--- src/rtl/vga_timing_monitor_if.sv ---
// vga_timing_monitor_if: VGA sync/colour stream plus the monitor's recovered
// timing results. The generator side is the master, the monitor is the slave.
interface vga_timing_monitor_if;
    logic        h_sync;
    logic        v_sync;
    logic [3:0]  red;
    logic [3:0]  green;
    logic [3:0]  blue;
    logic [9:0]  x_loc;
    logic [9:0]  y_loc;
    logic        pix_valid;
    logic        locked;
    logic        frame_done;
    logic [7:0]  err_count;
    logic [15:0] checksum;

    modport master (
        output h_sync, v_sync, red, green, blue,
        input  x_loc, y_loc, pix_valid, locked, frame_done, err_count, checksum
    );

    modport slave (
        input  h_sync, v_sync, red, green, blue,
        output x_loc, y_loc, pix_valid, locked, frame_done, err_count, checksum
    );
endinterface

--- src/rtl/vga_timing_monitor.sv ---
// vga_timing_monitor: watches a VGA sync/colour stream on the pixel clock,
// recovers the active-area coordinate, verifies line and frame periods
// against the parameters and tracks lock (SEARCH -> VERIFY -> LOCKED).
// Optional feature: define VGA_MON_CHECKSUM_EN to publish a per-frame sum of
// the visible pixel colours on checksum; otherwise checksum is tied to 0.
module vga_timing_monitor #(
    parameter int H_ACTIVE = 640,
    parameter int H_FRONT  = 16,
    parameter int H_SYNC   = 96,
    parameter int H_BACK   = 48,
    parameter int V_ACTIVE = 480,
    parameter int V_FRONT  = 10,
    parameter int V_SYNC   = 2,
    parameter int V_BACK   = 33
) (
    input  logic                clk,
    input  logic                reset,
    vga_timing_monitor_if.slave vga
);
    localparam int H_TOTAL = H_ACTIVE + H_FRONT + H_SYNC + H_BACK;
    localparam int V_TOTAL = V_ACTIVE + V_FRONT + V_SYNC + V_BACK;

    // A good line ends with hcnt = H_TOTAL-1 at the next hsync fall; same for frames.
    localparam logic [9:0] H_LAST  = 10'(H_TOTAL - 1);
    localparam logic [9:0] V_LAST  = 10'(V_TOTAL - 1);
    localparam logic [9:0] H_START = 10'(H_SYNC + H_BACK);
    localparam logic [9:0] H_END   = 10'(H_SYNC + H_BACK + H_ACTIVE - 1);
    localparam logic [9:0] V_START = 10'(V_SYNC + V_BACK);
    localparam logic [9:0] V_END   = 10'(V_SYNC + V_BACK + V_ACTIVE - 1);
    localparam logic [9:0] CNT_MAX = 10'd1023;

    typedef enum logic [1:0] {
        SEARCH,
        VERIFY,
        LOCKED
    } state_t;

    logic       hs_reg, vs_reg, hs_prev_reg, vs_prev_reg;
    logic [9:0] hcnt_reg, vcnt_reg;
    logic       line_bad_reg;
    state_t     state_reg, state_next;
    logic       frame_done_reg, frame_done_next;
    logic       lose_lock;
    logic [7:0] err_count_reg;
    logic [9:0] x_loc_reg, y_loc_reg;
    logic       pix_valid_reg;

    logic hs_fall, vs_fall;
    logic line_fail, frame_ok, sync_lost, visible;

    assign hs_fall   = hs_prev_reg & ~hs_reg;
    assign vs_fall   = vs_prev_reg & ~vs_reg;
    assign line_fail = hs_fall && (hcnt_reg != H_LAST);
    assign frame_ok  = (vcnt_reg == V_LAST);
    assign sync_lost = (hcnt_reg == CNT_MAX);
    assign visible   = (hcnt_reg >= H_START) && (hcnt_reg <= H_END) &&
                       (vcnt_reg >= V_START) && (vcnt_reg <= V_END);

    // Register the syncs once and keep one sample of history for edge detection.
    always_ff @(posedge clk) begin
        if (!reset) begin
            hs_reg      <= 1'b1;
            vs_reg      <= 1'b1;
            hs_prev_reg <= 1'b1;
            vs_prev_reg <= 1'b1;
        end else begin
            hs_reg      <= vga.h_sync;
            vs_reg      <= vga.v_sync;
            hs_prev_reg <= hs_reg;
            vs_prev_reg <= vs_reg;
        end
    end

    // Position counters re-aligned by the sync falls; line_bad remembers a bad line within the frame.
    always_ff @(posedge clk) begin
        if (!reset) begin
            hcnt_reg     <= '0;
            vcnt_reg     <= '0;
            line_bad_reg <= 1'b0;
        end else begin
            if (hs_fall)
                hcnt_reg <= '0;
            else if (hcnt_reg != CNT_MAX)
                hcnt_reg <= hcnt_reg + 10'd1;

            // A vsync fall wins over a coincident hsync fall so the frame starts at line 0.
            if (vs_fall)
                vcnt_reg <= '0;
            else if (hs_fall && (vcnt_reg != CNT_MAX))
                vcnt_reg <= vcnt_reg + 10'd1;

            if (vs_fall)
                line_bad_reg <= 1'b0;
            else if (line_fail)
                line_bad_reg <= 1'b1;
        end
    end

    // Lock tracking: a line check failing on the frame's last hsync fall also blocks the lock.
    always_comb begin
        state_next      = state_reg;
        lose_lock       = 1'b0;
        frame_done_next = 1'b0;
        case (state_reg)
            SEARCH: begin
                if (vs_fall)
                    state_next = VERIFY;
            end
            VERIFY: begin
                if (vs_fall && !line_bad_reg && !line_fail && frame_ok)
                    state_next = LOCKED;
            end
            LOCKED: begin
                if (line_fail || sync_lost || (vs_fall && !frame_ok)) begin
                    state_next = SEARCH;
                    lose_lock  = 1'b1;
                end else if (vs_fall) begin
                    frame_done_next = 1'b1;
                end
            end
            default: begin
                state_next = SEARCH;
            end
        endcase
    end

    // State register, lock-loss counter and the registered coordinate outputs.
    always_ff @(posedge clk) begin
        if (!reset) begin
            state_reg      <= SEARCH;
            frame_done_reg <= 1'b0;
            err_count_reg  <= '0;
            x_loc_reg      <= '0;
            y_loc_reg      <= '0;
            pix_valid_reg  <= 1'b0;
        end else begin
            state_reg      <= state_next;
            frame_done_reg <= frame_done_next;
            if (lose_lock && (err_count_reg != 8'hFF))
                err_count_reg <= err_count_reg + 8'd1;
            x_loc_reg     <= visible ? (hcnt_reg - H_START) : 10'd0;
            y_loc_reg     <= visible ? (vcnt_reg - V_START) : 10'd0;
            pix_valid_reg <= visible && (state_reg == LOCKED);
        end
    end

    assign vga.x_loc      = x_loc_reg;
    assign vga.y_loc      = y_loc_reg;
    assign vga.pix_valid  = pix_valid_reg;
    assign vga.locked     = (state_reg == LOCKED);
    assign vga.frame_done = frame_done_reg;
    assign vga.err_count  = err_count_reg;

`ifdef VGA_MON_CHECKSUM_EN
    logic [11:0] col_reg, col_d_reg;
    logic [15:0] accum_reg, checksum_reg;

    // Delay the colour two stages so it lines up with hcnt/vcnt.
    always_ff @(posedge clk) begin
        if (!reset) begin
            col_reg   <= '0;
            col_d_reg <= '0;
        end else begin
            col_reg   <= {vga.red, vga.green, vga.blue};
            col_d_reg <= col_reg;
        end
    end

    // Sum visible pixels while verifying or locked; publish and restart at each frame start.
    always_ff @(posedge clk) begin
        if (!reset) begin
            accum_reg    <= '0;
            checksum_reg <= '0;
        end else if (vs_fall) begin
            checksum_reg <= accum_reg;
            accum_reg    <= '0;
        end else if (lose_lock) begin
            accum_reg <= '0;
        end else if (visible && (state_reg != SEARCH)) begin
            accum_reg <= accum_reg + {4'd0, col_d_reg};
        end
    end

    assign vga.checksum = checksum_reg;
`else
    // Colour only feeds the checksum, so it is intentionally left unread here.
    logic unused_colour;
    assign unused_colour = ^{vga.red, vga.green, vga.blue};
    assign vga.checksum  = 16'd0;
`endif

endmodule
--- src/flat_wrapper.sv ---
// flat-port wrapper written by rule: the top's interface ports become plain ports
module vga_timing_monitor_flat 
#(
    parameter int H_ACTIVE = 640,
    parameter int H_FRONT  = 16,
    parameter int H_SYNC   = 96,
    parameter int H_BACK   = 48,
    parameter int V_ACTIVE = 480,
    parameter int V_FRONT  = 10,
    parameter int V_SYNC   = 2,
    parameter int V_BACK   = 33
)
  (clk, reset, vga_h_sync, vga_v_sync, vga_red, vga_green, vga_blue, vga_x_loc, vga_y_loc, vga_pix_valid, vga_locked, vga_frame_done, vga_err_count, vga_checksum);
  vga_timing_monitor_if vga_i ();
  input  logic clk;
  input  logic reset;
  input wire logic [$bits(vga_i.h_sync)-1:0] vga_h_sync;
  input wire logic [$bits(vga_i.v_sync)-1:0] vga_v_sync;
  input wire logic [$bits(vga_i.red)-1:0] vga_red;
  input wire logic [$bits(vga_i.green)-1:0] vga_green;
  input wire logic [$bits(vga_i.blue)-1:0] vga_blue;
  output wire logic [$bits(vga_i.x_loc)-1:0] vga_x_loc;
  output wire logic [$bits(vga_i.y_loc)-1:0] vga_y_loc;
  output wire logic [$bits(vga_i.pix_valid)-1:0] vga_pix_valid;
  output wire logic [$bits(vga_i.locked)-1:0] vga_locked;
  output wire logic [$bits(vga_i.frame_done)-1:0] vga_frame_done;
  output wire logic [$bits(vga_i.err_count)-1:0] vga_err_count;
  output wire logic [$bits(vga_i.checksum)-1:0] vga_checksum;
  assign vga_i.h_sync = vga_h_sync;
  assign vga_i.v_sync = vga_v_sync;
  assign vga_i.red = vga_red;
  assign vga_i.green = vga_green;
  assign vga_i.blue = vga_blue;
  assign vga_x_loc = vga_i.x_loc;
  assign vga_y_loc = vga_i.y_loc;
  assign vga_pix_valid = vga_i.pix_valid;
  assign vga_locked = vga_i.locked;
  assign vga_frame_done = vga_i.frame_done;
  assign vga_err_count = vga_i.err_count;
  assign vga_checksum = vga_i.checksum;
  vga_timing_monitor #(.H_ACTIVE(H_ACTIVE), .H_FRONT(H_FRONT), .H_SYNC(H_SYNC), .H_BACK(H_BACK), .V_ACTIVE(V_ACTIVE), .V_FRONT(V_FRONT), .V_SYNC(V_SYNC), .V_BACK(V_BACK)) u_core (.clk(clk), .reset(reset), .vga(vga_i));
endmodule
--- config.mk ---
export PLATFORM = sky130hd
export DESIGN_NAME = vga_timing_monitor_flat
export DESIGN_NICKNAME = d
export VERILOG_FILES = /design/src/rtl/vga_timing_monitor_if.sv /design/src/rtl/vga_timing_monitor.sv /design/src/flat_wrapper.sv
export SDC_FILE = /design/constraint.sdc
export NUM_CORES = 1
export LEC_CHECK = 0
export CELL_PAD_IN_SITES_DETAIL_PLACEMENT = 0
export CELL_PAD_IN_SITES_GLOBAL_PLACEMENT = 1
export CORE_MARGIN = 4
export CORE_UTILIZATION = 33
export DETAILED_ROUTE_END_ITERATION = 12
export PLACE_DENSITY = 0.85
export SETUP_SLACK_MARGIN = 0.02
export SYNTH_ARGS = -nofsm -noshare
export SYNTH_HDL_FRONTEND = slang
export SYNTH_SLANG_ARGS = --single-unit
--- constraint.sdc ---
create_clock -name clk -period 2.23 [get_ports clk]
set_clock_uncertainty 0.2 [all_clocks]
set_input_delay 0.446 -clock clk [delete_from_list [all_inputs] [get_ports clk]]
set_output_delay 0.446 -clock clk [all_outputs]
set_load 0.05 [all_outputs]
# Word-level counts from Yosys, hierarchy flattened
# Index checks and enable logic that the tools add are counted.
[word_totals] reg_bits=57 input_bits=16 out_inout_bits=47 wordCells=68
[classes] addsub=5 order_cmp=4 eq_ne=11 mux=7 bitwise=6 reduce_logical=22
[ops] operator="$ne 10x10->1 const B" n=3
[ops] operator="$add 10x1->10 const B" n=2
[ops] operator="$eq 10x10->1 const B" n=2
[ops] operator="$le 10x10->1 const B" n=2
[ops] operator="$logic_and 1x1->1" n=11
[ops] operator="$ge 10x6->1 const B" n=1
[ops] operator="$ge 10x8->1 const B" n=1
[ops] operator="$sub 10x6->10 const B" n=1
[ops] operator="$sub 10x8->10 const B" n=1
[ops] operator="$add 8x1->8 const B" n=1
[ops] operator="$ne 8x8->1 const B" n=1
[ops] operator="$mux 2" n=3
[ops] operator="$ne 2x1->1 const B" n=3
[ops] operator="$pmux 2 s3" n=1
[ops] operator="$not 1->1" n=4
[ops] operator="$reduce_or 2->1" n=2
[ops] operator="$logic_not 1->1" n=3
[ops] operator="$mux 1" n=3
[ops] operator="$reduce_and 3->1" n=1
[ops] operator="$reduce_or 3->1" n=1
[ops] operator="$and 1x1->1" n=2
[ops] operator="$eq 2x1->1 const B" n=1
[ops] operator="$eq 2x2->1 const B" n=1
[ops] operator="$logic_not 2->1" n=1
[ops] operator="2 further kinds" n=3

# Logic depth before layout (Yosys ltp)
# Gate-level depths: netlist of run 1.
[logic_depth] word_depth=8 depth_mapped=9 mapped_depth_nobuf=7

# Worst setup path before layout of run 1
# No wires, ideal clock.
[synth_timing] path_type="register to register" from="reg u_core.err_count_reg[0], in the netlist u_core.vga.err_count[0]" to="reg u_core.err_count_reg[5], in the netlist u_core.vga.err_count[5]" arrival_ps=2079 required_ps=1960 slack_ps=-119 stages_incl_launch_ff=7 path_buffers=0 synth_period_minus_slack_ps=2349 cell_sequence="dfxtp_1 > ha_1 > and2_1 > and4_4 > or3_1 > or4_1 > a21oi_1"
[synth_between] elab_chain_len=2 elab_cells_between_ends=3
[synth_rtl] element="start: declaration" line_no="vga_timing_monitor.sv:44" rtl="logic [7:0] err_count_reg;"
[synth_rtl] element="start signal: assignment" line_no="vga_timing_monitor.sv:140" rtl="err_count_reg <= err_count_reg + 8'd1;"
[synth_rtl] element="branches (longest 2 deep; another with $add 8x1->8)"
# Several ways; the timed one is not identified.
# A chain may end at the register's enable or synchronous reset.

# Final worst setup path of run 1
[layout_timing] from="reg u_core.err_count_reg[0], in the netlist u_core.vga.err_count[0]" to="out vga_err_count[0]"
[layout_rtl] element="end: declaration" line_no="flat_wrapper.sv:27" rtl="output wire logic [$bits(vga_i.err_count)-1:0] vga_err_count;"
# No word-level cell between the ends.

==> results_dict.tcl, run 1 <==
set metrics [dict create \
    crit-reg2reg-launch "u_core.vga.err_count[0]$_SDFFE_PN0P_" \
    tritoncts "yes" \
    synth_edf_count 0 \
    worst_ir_drop_vdd_v 0.000195 \
    post-synth-top-area-cell "sky130_fd_sc_hd__dfxtp_1" \
    area_growth_pct 28.4 \
    cp.arrival_ns 1.49 \
    antenna_left 0 \
    path_buf_inv 1 \
    timing.hold.worst.start "u_core.state_reg[1]$_SDFFE_PN0P_" \
    synth.avg_cell_area_sq_um 8.81 \
    clk_transition_reported_paths_ns 0.06 \
    timing_hold_violations_final 0 \
    die_x_um 98.8 \
    min_tclk_post_route_ns 2.13 \
    postRouteWirelength_um 5630 \
    antennaDiodeCount 0 \
    setup.worst_path.class "register to output pin" \
    seqPwrFrac 0.487 \
    die-area_sq_um 9760 \
    ioPinCount 63 \
    cpPeakStageDelay_ns 0.80 \
    syn_area_sq_um 2720 \
    placed_cells_incl_taps 457 \
    slew_headroom 0.656 \
    yosys.area.top_type_share 0.419 \
    area_inside_the_core_boundary_sq_um 7890 \
    power.clock.fraction 0.447 \
    critical_path.top_delay_family "buffers and inverters" \
    grt_start_max_net_pins 22 \
    p_switching_w 0.000522 \
    layout_commonest_cell "sky130_fd_sc_hd__dfxtp_1" \
    first_pass_grt_wire_length_um 9590 \
    first_iter_violations 82 \
    antenna_violations_before_repair 0 \
    start_util 0.345 \
    internal_power_w 0.00160 \
    yosys-top-cells-area "sky130_fd_sc_hd__dfxtp_1 (42%), sky130_fd_sc_hd__nor2_1 (5.9%), sky130_fd_sc_hd__buf_4 (5.0%)" \
    finalWeightedCongestion 0.812 \
    max_freq_mhz 469 \
    grt_overflow 0 \
    layout.cells.most_common_list "sky130_fd_sc_hd__dfxtp_1 (53), sky130_fd_sc_hd__nor2_1 (43), sky130_fd_sc_hd__buf_4 (29)" \
    first_global_vias 2140 \
    count_of_vias_placed_by_the_detailed_router 2244 \
    cts_root_buffer "sky130_fd_sc_hd__clkbuf_8" \
    wl_per_cell_um 11.9 \
    timing.critical_path.cells "clkdlybuf4s50_1" \
    comb_power_share 0.067 \
    finish.net_count 391 \
    port_buffers 34 \
    instance_count_of_the_mapped_netlist 309 \
    htreeDepth 3 \
    finalMaxSlewViolations 0 \
    worst_r2r_endpoint "u_core.vga.err_count[5]$_SDFFE_PN0P_" \
    globalRouteTotalUtil 0.119 \
    post_layout_nonfiller_instances 473 \
    rows 32 \
    hold-path-cell-count 1 \
    finalSetupViolCount 0 \
    clock_tree.buffer_depth 2 \
    cp.required_ns 1.58 \
    transition_time_at_the_pin_with_the_least_slew_margin_ns 0.515 \
    ys_async_sr_fraction 0 \
    synth.yosys.seq_area_share 0.419 \
    drt_first_pass_iters 4 \
    hold_path_end "u_core.state_reg[0]$_SDFFE_PN0P_" \
    fin_crit_sh 0.957 \
    cts_buffers 9 \
    critical_path.endpoint_type "output pin" \
    remaining_drc_errors 0 \
    run_status "complete, no violations" \
    clk_latency_ns 0.34 \
    power_per_cell_area_nw_per_um2 609 \
    critical_path.max_fanout 5 \
    post_dp_hpwl_um 4170 \
    power_switching_share 0.245 \
    crit_path_top_delay_cell "sky130_fd_sc_hd__clkdlybuf4s50_1" \
    hold_buf_cts 0 \
    die_h_um 98.8 \
    synth_cell_types 50 \
    yosys_most_used_dff "sky130_fd_sc_hd__dfxtp_1" \
    reg2reg_slack_ns 0.11 \
    setup.worst_path.start_class "register" \
    ff2ff_path_depth 6 \
    setup_tns_ns 0 \
    nFillCells 765 \
    power_leakage_nw 1.42 \
    layout-drive-gt1-share 0.170 \
    worst_hold_slack_ns 0.248 \
    hold_path_class "register to register" \
    cts_num_sinks 57 \
    timing.max_cap.violations 0 \
    rsz0062_at_grt "false" \
    synth_warnings 0 \
    route.detailed.vias_per_inst 4.74 \
    ys_seq_elements 57 \
]
-- worst max path at each step --
stage                                                    start                                   end  slack (ns)  cells after the start
after floorplan           u_core.vga.err_count[1]$_SDFFE_PN0P_  u_core.vga.err_count[5]$_SDFFE_PN0P_        0.04                      6
after global placement    u_core.vga.err_count[0]$_SDFFE_PN0P_  u_core.vga.err_count[7]$_SDFFE_PN0P_        0.09                      6
after detailed placement  u_core.vga.err_count[0]$_SDFFE_PN0P_  u_core.vga.err_count[5]$_SDFFE_PN0P_        0.05                      6
after CTS                 u_core.vga.err_count[0]$_SDFFE_PN0P_  u_core.vga.err_count[5]$_SDFFE_PN0P_        0.02                      6
after global routing      u_core.vga.err_count[0]$_SDFFE_PN0P_  u_core.vga.err_count[5]$_SDFFE_PN0P_        0.03                      6
final                     u_core.vga.err_count[0]$_SDFFE_PN0P_                      vga_err_count[0]         0.1                      1
-- area by class of cell --
type | count | area (sq um) | share of cell area
well taps | 102 | 128 | 0.0365
clock buffers | 11 | 141 | 0.0405
multi-input cells | 220 | 1380 | 0.396
clock inverters | 5 | 55.1 | 0.0158
repair buffers | 64 | 584 | 0.167
flip-flops and latches | 57 | 1150 | 0.329
inverters | 14 | 52.6 | 0.0150
-- metrics by stage --
stage	cell area [sq um]	total power, W	worst slack (ns)	util
4_1_cts	3470	0.00215	0.0201	0.439
3_5_place_dp	3280	0.00120	0.0477	0.415
6_report	3490	0.00213	0.0955	0.443
3_3_place_gp	3280	0.00120	0.0872	0.415
5_1_grt	3490	0.00220	0.0255	0.443
2_1_floorplan	2780	0.00119	0.0375	-
-- cell usage after synthesis (all sizes together) (5+ instances only) --
cell,instances
inv,14
clkbuf,5
nand2b,13
buf,28
nor2,43
nand4,5
nor3,8
xnor2,15
ha,9
xor2,5
nand2,22
dfxtp,57
and3,7
a21oi,12
nand3,10
-- power groups by stage --
stage	Clock, W	Combinational [W]	Sequential, W
global route	0.00101	0.000154	0.00104
global placement	0	0.000139	0.00106
floorplan	0	0.000129	0.00106
CTS	0.000971	0.000141	0.00103
finish	0.000950	0.000142	0.00103
detailed placement	0	0.000140	0.00106
-- cells by family after synthesis --
| kind of cell | share of synthesized area |
|---|---|
| AO/OA/AOI/OAI | 0.0989 |
| XOR/XNOR | 0.0644 |
| adder cells (fa/ha/maj) | 0.0414 |
| buffers and inverters | 0.101 |
| flip-flops | 0.419 |
| multiplexers | 0.0147 |
| other | 0.00138 |
| AND/OR/NAND/NOR | 0.259 |
-- per-layer routing --
metal,global-route usage,routed length (um),up-vias
met5,0,0,-
met4,0.0767,157,0
met3,0.0311,319,11
met2,0.190,2690,63
met1,0.142,2470,1037
li1,-,-,1133
-- repair_timing --
item	in CTS	in global routing
buffers inserted	0	0
resized for setup	5	9
pin swaps	0	3
setup endpoints to repair	5	3
gates cloned	0	0
No activity file was read; power rests on OpenSTA's default activity.
==> inputs of run 2 (changes only) <==
--- a/config.mk
+++ b/config.mk
@@ -8,4 +8,5 @@
 export CELL_PAD_IN_SITES_DETAIL_PLACEMENT = 0
 export CELL_PAD_IN_SITES_GLOBAL_PLACEMENT = 1
+export CORE_ASPECT_RATIO = 0.75
 export CORE_MARGIN = 4
 export CORE_UTILIZATION = 33
@@ -13,4 +14,5 @@
 export PLACE_DENSITY = 0.85
 export SETUP_SLACK_MARGIN = 0.02
+export SKIP_LAST_GASP = 1
 export SYNTH_ARGS = -nofsm -noshare
 export SYNTH_HDL_FRONTEND = slang
==> constraint.sdc (replaced) <==
create_clock -name clk -period 2.23 [get_ports clk]
set_clock_uncertainty 0.2 [all_clocks]
set_input_delay 0.3345 -clock clk [delete_from_list [all_inputs] [get_ports clk]]
set_output_delay 0.3345 -clock clk [all_outputs]
set_load 0.05 [all_outputs]
==> run 2 against run 1 <==
Against the previous run:
- flip-flop and latch count unchanged
- clock power up 32%
- first-iteration DRC count up 46%
- largest cell class unchanged
- core utilization about the same
- via count down 1.5%
- maximum frequency down 1.2%
==> results_dict.tcl, run 2 (synthesis gave the netlist of run 1 again) <==
set metrics [dict create \
    run_status "complete, no violations" \
    cts_num_sinks 57 \
    antenna_violations_before_repair 0 \
    cp.arrival_ns 2.23 \
    rows 28 \
    hold_path_class "register to register" \
    die_h_um 86.6 \
    timing.max_cap.violations 0 \
    finalMaxSlewViolations 0 \
    fin_crit_sh 0.968 \
    worst_setup_path_startpoint "u_core.hcnt_reg[0]$_SDFFE_PP0P_" \
    timing_hold_violations_final 0 \
    dp_worst_setup_slack_ns 0.0401 \
    timing.critical_path.cells "ha_2 > and4_1 > and3_1 > a211oi_2 > buf_4 > or4_1 > a21oi_2" \
    first_iter_violations 120 \
    die_x_um 113 \
    cts_post_setup_buffers_inserted 0 \
    antenna_left 0 \
    tritoncts "yes" \
    layout_commonest_cell "sky130_fd_sc_hd__dfxtp_1" \
    finalSetupViolCount 0 \
    seqPwrFrac 0.428 \
    critical_path.endpoint_type "register" \
    setup.worst_path.start_class "register" \
    min_tclk_post_route_ns 2.16 \
    drt_first_pass_iters 4 \
    power_switching_share 0.217 \
    worst_hold_slack_ns 0.254 \
    cpPeakStageDelay_ns 0.53 \
    hold_buf_cts 0 \
    wl_per_cell_um 12.2 \
    first_global_vias 2088 \
    htreeDepth 3 \
    postRouteWirelength_um 5790 \
    antennaDiodeCount 0 \
    internal_power_w 0.00189 \
    ioPinCount 63 \
    critical_path.max_fanout 14 \
    max_freq_mhz 463 \
    postCtsResizedCells 0 \
    die-area_sq_um 9780 \
    clk_transition_reported_paths_ns 0.07 \
    clock_tree.buffer_depth 2 \
    count_of_vias_placed_by_the_detailed_router 2211 \
    finish.net_count 388 \
    clk_latency_ns 0.34 \
    crit-reg2reg-launch "u_core.hcnt_reg[0]$_SDFFE_PP0P_" \
    route.detailed.vias_per_inst 4.67 \
    cts_root_buffer "sky130_fd_sc_hd__clkbuf_8" \
    first_pass_grt_wire_length_um 9600 \
    finalWeightedCongestion 0.813 \
    globalRouteTotalUtil 0.124 \
    setup.worst_path.class "register to register" \
    remaining_drc_errors 0 \
    timing.hold.worst.start "u_core.vs_reg$_SDFF_PN1_" \
    post_dp_hpwl_um 4150 \
    layout-drive-gt1-share 0.163 \
    cts_buffers 9 \
    p_switching_w 0.000526 \
    final_util 0.443 \
    cp.required_ns 2.30 \
    grt_start_max_net_pins 21 \
    power_per_cell_area_nw_per_um2 686 \
    slew_headroom 0.658 \
    worst_ir_drop_vdd_v 0.000316 \
    nFillCells 771 \
    comb_power_share 0.057 \
    power.clock.fraction 0.515 \
    start_util 0.342 \
    grt_overflow 0 \
    transition_time_at_the_pin_with_the_least_slew_margin_ns 0.512 \
    worst_slack_ns 0.0704 \
    power_leakage_nw 1.39 \
    area_growth_pct 29.5 \
    area_inside_the_core_boundary_sq_um 7950 \
    layout.cells.most_common_list "sky130_fd_sc_hd__dfxtp_1 (52), sky130_fd_sc_hd__nor2_1 (43), sky130_fd_sc_hd__clkdlybuf4s50_1 (33)" \
    port_buffers 34 \
    crit_path_top_delay_cell "sky130_fd_sc_hd__or4_1" \
]
## run 2: final cells by class
cell class,instances,area (sq um),area share
clock buffers,12,165,0.0469
clock inverters,4,97.6,0.0277
well taps,105,131,0.0373
inverters,14,52.6,0.0149
repair buffers,61,553,0.157
flip-flops and latches,57,1150,0.326
multi-input cells,220,1380,0.390
## run 2: worst paths after layout
| path | endpoint | slack, ns | depth (start not counted) |
|---|---|---|---|
| hold reg to reg | u_core.vs_prev_reg$_SDFF_PN1_ | 0.25 | 1 |
| setup / recovery | u_core.vga.err_count[5]$_SDFFE_PN0P_ | 0.07 | 7 |
| hold / removal | u_core.vs_prev_reg$_SDFF_PN1_ | 0.25 | 1 |
| setup reg to reg | u_core.vga.err_count[5]$_SDFFE_PN0P_ | 0.07 | 7 |
## run 2: worst max-delay path: cells and delay by family, from the launching register on
kind / cells / cell delay (ns)
AND/OR/NAND/NOR: 3 / 0.96
adder cells (fa/ha/maj): 1 / 0.19
flip-flops: 1 / 0.35
AO/OA/AOI/OAI: 2 / 0.20
buffers and inverters: 1 / 0.19
## run 2: per-layer routing
layer,global-route usage,part of all wire
met5,0,0
met3,0.0509,0.063
met1,0.151,0.47
met4,0.0469,0.016
met2,0.196,0.45
## run 2: power groups by stage
stage          registers [W]  clock network [W]  logic [W]
2_1_floorplan        0.00106                  0   0.000129
3_3_place_gp         0.00106                  0   0.000134
3_5_place_dp         0.00106                  0   0.000136
4_1_cts              0.00103            0.00128   0.000136
5_1_grt              0.00104            0.00132   0.000148
6_report             0.00104            0.00125   0.000137
## run 2: metrics by stage
step / setup TNS [ns] / instances / total power (W) / cell area, sq um
3_5_place_dp: 0 / 457 / 0.00119 / 3240
5_1_grt: -0.00391 / 473 / 0.00250 / 3520
6_report: 0 / 473 / 0.00242 / 3520
4_1_cts: 0 / 473 / 0.00245 / 3510
2_1_floorplan: 0 / 324 / 0.00119 / 2780
3_3_place_gp: 0 / 457 / 0.00119 / 3240
==> inputs of run 3 (changes only) <==
- GPL_TIMING_DRIVEN: not set -> 1
==> results of run 3 <==
The final DEF is identical to that of run 2; final timing and power are the same.
